[src/rtl/bcd_to_bin_seq.sv]
// bcd_to_bin_seq: sequential packed-BCD to binary converter, one digit per clock, MSD first
module bcd_to_bin_seq #(
    parameter int DIGITS = 4,
    parameter int BIN_W  = 14
) (
    input  logic                  clk,
    input  logic                  rst,
    input  logic                  start,
    input  logic [4*DIGITS-1:0]   bcd_in,
    output logic                  busy,
    output logic                  done,
    output logic [BIN_W-1:0]      binary,
    output logic                  err
);
    typedef enum logic [1:0] {IDLE, CONV, DONE} state_t;

    state_t              state;
    logic [4*DIGITS-1:0] sreg;
    logic [BIN_W-1:0]    acc;
    logic [3:0]          idx;
    logic                bad;
    logic [3:0]          digit;
    logic [BIN_W-1:0]    acc_next;
    logic                bad_next;

    // The captured word is shifted left each step, so the current MSD always sits in the top nibble
    always_comb begin
        digit    = sreg[4*DIGITS-1 -: 4];
        acc_next = acc * BIN_W'(10) + BIN_W'(digit);
        bad_next = bad | (digit > 4'd9);
    end

    // Control FSM with registered outputs; binary/err only update on entry to DONE
    always_ff @(posedge clk) begin
        if (rst) begin
            state  <= IDLE;
            sreg   <= '0;
            acc    <= '0;
            idx    <= '0;
            bad    <= 1'b0;
            busy   <= 1'b0;
            done   <= 1'b0;
            binary <= '0;
            err    <= 1'b0;
        end else begin
            case (state)
                IDLE, DONE: begin
                    done <= 1'b0;
                    if (start) begin
                        sreg  <= bcd_in;
                        acc   <= '0;
                        bad   <= 1'b0;
                        idx   <= 4'(DIGITS - 1);
                        busy  <= 1'b1;
                        state <= CONV;
                    end else begin
                        state <= IDLE;
                    end
                end
                CONV: begin
                    acc  <= acc_next;
                    bad  <= bad_next;
                    sreg <= sreg << 4;
                    idx  <= idx - 4'd1;
                    if (idx == 4'd0) begin
                        state  <= DONE;
                        busy   <= 1'b0;
                        done   <= 1'b1;
                        binary <= bad_next ? '0 : acc_next;
                        err    <= bad_next;
                    end
                end
                default: state <= IDLE;
            endcase
        end
    end
endmodule

[config.mk]
export PLATFORM = sky130hd
export DESIGN_NAME = bcd_to_bin_seq
export DESIGN_NICKNAME = d
export VERILOG_FILES = /design/src/rtl/bcd_to_bin_seq.sv
export SDC_FILE = /design/constraint.sdc
export NUM_CORES = 1
export LEC_CHECK = 0
export ABC_AREA = 1
export CAP_MARGIN = 40
export CORE_ASPECT_RATIO = 1.4
export CORE_MARGIN = 4
export CORE_UTILIZATION = 55
export DETAILED_ROUTE_END_ITERATION = 8
export GPL_ROUTABILITY_DRIVEN = 0
export GPL_TIMING_DRIVEN = 0
export MAX_ROUTING_LAYER = met4
export PLACE_DENSITY = 0.91
export REMOVE_ABC_BUFFERS = 1
export SYNTH_ARGS = -nofsm -noshare
export SYNTH_HDL_FRONTEND = slang
export SYNTH_SLANG_ARGS = --single-unit
[constraint.sdc]
create_clock -name clk -period 3 [get_ports clk]
set_input_delay 0.3 -clock clk [delete_from_list [all_inputs] [get_ports clk]]
set_output_delay 0.3 -clock clk [all_outputs]
set_load 0.005 [all_outputs]
==> out/qor.csv <==
stage;metric;value;unit
run_status;status;completed;
power;Flop pwr share;55.9;%
clocking;Root Buffer;clkbuf_8;
sta;setup tns final;0;ns
global_route;initial antenna violation count;0;
power;peak supply drop;342;uV
sta;minimum clock period;2.67;ns
synthesis;Cell Area, Synth;0.00290;sq mm
sta;unrepaired setup endpoints after global routing;no;
sta;fmax;374;MHz
synthesis;top cell type's share of synthesized area;36.5;%
critical_path;CP max-delay cell;fa_1;
clocking;Clk pin slew, worst setup/hold paths;0.10;ns
clocking;cts-stage hold buffer count;0;
synthesis;ys async rst share;0;%
detailed_routing;Post-Route WL;6.26;mm
critical_path;critical path class;register to register;
die;Row Count;31;
sta;worst clock skew;0.00833;ns
place;Post-Place Setup Slack;0.375;ns
synthesis;EDFF count, synth;0;
clocking;cts repair resizes;0;
critical_path;CP bufs+invs;1;
detailed_routing;DR DRC count;0;
synthesis;Top FF cell, synth;dfxtp_1;
detailed_routing;Post-DRT Antenna Nets;0;
sta;Setup-failing EPs final;0;
final_layout;antenna diode count;0;
clocking;CTS tree;built;
clocking;setup bufs post-CTS;0;
final_layout;nets@finish;459;
die;Starting Density;56.3;%
critical_path;CP required;3.23;ns
final_layout;most frequent cells in the layout;127 x nand2_1, 53 x dfxtp_1, 35 x clkdlybuf4s50_1, 29 x a21oi_1;
synthesis;#FFs+latches synth;53;
place;port bufs;35;
sta;Slew Viols, Final;0;
detailed_routing;First-pass DRT Iterations;6;
final_layout;multi-input logic area;0.00168;sq mm
synthesis;ranking of synthesized cells by area;dfxtp_1 37%, nand2_1 16%, ha_1 10%, a21oi_1 5.0%, nand3_1 3.4%;
detailed_routing;first-iteration detailed-routing DRC count;163;
clocking;CTS Buf Count;5;
final_layout;fraction of layout cells with a size suffix above 1;9.64;%
critical_path;crit-path cells;ha_1, ha_1, fa_1, nand2_1, inv_1, nand4_1, nand2_1, nand3_2, nor2_2, nand2_1, nand2_1, nand3_1, a21oi_1;
die;Die Footprint;0.00652;sq mm
critical_path;crit path DAT;2.91;ns
hold_path;Hold Crit Class;register to register;
job;Max-Cap Viols;0;
die;Die Ht;94.0;um
synthesis;YS warnings;0;
sta;worst setup margin;0.325;ns
final_layout;Area Growth Syn to Fin;17.3;%
global_route;GR Overflow Total;0;
place;DP HPWL;4.84;mm
power;leakage;1.45;nW
power;Sw Share;27.2;%
global_route;GRT Util Overall;20.7;%
final_layout;Filler cells;420;
synthesis;Syn Area/Cell;7.62;sq um
global_route;global-route wire length before repair;10.9;mm
synthesis;leading area contributor after synthesis;dfxtp_1;
detailed_routing;DR WL/cell;13.0;um
critical_path;Worst Setup End Kind;register;
sta;slew of the pin with the lowest slew margin;0.749;ns
power;Pint;977;uW
final_layout;most common cell after layout, fill and taps aside;nand2_1;
power;Sw Pwr;366;uW
global_route;vias in the first global route;2588;
critical_path;CP peak stage delay;0.60;ns
synthesis;Synth Instances;381;
global_route;largest net degree at the start of global routing;34;
power;clock network power share;29.6;%
clocking;later-pin clock latency in the skew report;0.31;ns
detailed_routing;Vias/cell;5.43;
power;Comb pwr share;14.5;%
power;PwrDens;394;mW/mm^2
synthesis;synth unique cells;36;
sta;Rel. slew slack;49.9;%
clocking;H-tree depth;2;
sta;Final period util;89.2;%
clocking;Clock Sinks;53;
clocking;Max clock buf depth;2;
sta;Final Hold Fails;0;
detailed_routing;routed via count;2612;
critical_path;Critical Path Start Type;register;
critical_path;Worst path top cell family by delay;adder cells;
final_layout;sequential cell area;0.00106;sq mm
critical_path;Worst Path Max Fanout;4;
die;I/O pin count;36;
die;die width;69.4;um
die;Core ar.;0.00516;sq mm
synthesis;sequential fraction of the synthesis area;36.5;%
critical_path;most used cell, CP;nand2_1;
power by group through the flow:
| stage | Combinational (mW) | Clock [mW] | Sequential [mW] |
|---|---|---|---|
| after floorplan | 0.112 | 0 | 0.763 |
| after global placement | 0.180 | 0 | 0.766 |
| after detailed placement | 0.194 | 0 | 0.767 |
| after CTS | 0.195 | 0.406 | 0.751 |
| after global routing | 0.220 | 0.427 | 0.754 |
| final | 0.195 | 0.397 | 0.751 |
worst reg2reg max path, stage by stage (launching register included):
cell	delay, ns
dfxtp_1	0.43
ha_1	0.26
ha_1	0.22
fa_1	0.60
nand2_1	0.08
inv_1	0.06
nand4_1	0.11
nand2_1	0.14
nand3_2	0.16
nor2_2	0.18
nand2_1	0.06
nand2_1	0.07
nand3_1	0.07
a21oi_1	0.16
through the flow:
stage               total power, mW  util, %  std cells  instance area [sq um]  hold slack, ns
global placement              0.945     63.6        470                   3280           0.440
floorplan                     0.875        -        369                   2850           0.362
global route                   1.40     66.0        481                   3410           0.486
CTS                            1.35     66.0        481                   3410           0.457
detailed placement            0.961     64.4        473                   3320           0.438
finish                         1.34     66.0        481                   3410           0.454
final cells by class:
| type | instances | area share [%] |
|---|---|---|
| Timing Repair Buffer | 38 | 11.4 |
| Tap cell | 66 | 2.42 |
| Clock buffer | 7 | 2.24 |
| Inverter | 31 | 3.42 |
| Clock inverter | 1 | 0.220 |
| Multi-Input combinational cell | 285 | 49.2 |
| Sequential cell | 53 | 31.1 |
kinds of logic (layout without fill, tap and decap cells):
group	after synthesis	after routing	share of synthesized area (%)
compound gates	64	64	13.6
xor+xnor	11	11	3.32
fa+ha+maj	26	26	11.7
buf+inv	43	77	5.86
flops	53	53	36.5
simple gates	184	184	29.0
sequential cells by signal (all words and copies together), names as in the netlist:
name and count:
sreg 16, binary 14, acc 13, idx 4, state 2, bad 1
busy 1, done 1, err 1
worst paths after layout:
path	slack, ns	startpoint	end	depth (start not counted)
worst max-delay path	0.33	acc[1]	acc[12]	13
worst min-delay path	0.45	binary[11]	binary[11]	2
worst max register to register	0.33	acc[1]	acc[12]	13
worst min register to register	0.45	binary[11]	binary[11]	2
layer usage:
metal  global-route usage, %  share of wire (%)  vias to the layer above  wire, um
met4                    9.61                3.6                        0       223
met1                    22.7                 42                     1185      2600
met5                       -                  0                        -         0
li1                        -                  -                     1325         -
met3                    2.78                4.0                       27       253
met2                    36.9                 51                       75      3190
Yosys cell counts, types with 2 or more instances:
cell type and number:
a21oi_1 29, a21oi_2 2, a31oi_1 13, a32o_1 4
buf_1 4, buf_2 4, clkbuf_1 3, dfxtp_1 53
fa_1 2, ha_1 24, inv_1 24, inv_2 7
nand2_1 127, nand2_2 7, nand3_1 20, nand3_2 3
nand3b_1 3, nand4_1 2, nor2_1 10, nor2_4 6
o21a_1 2, o21ai_0 6, o21ai_1 4, xnor2_1 5
xor2_1 6
(Power assumes the default switching activity.)
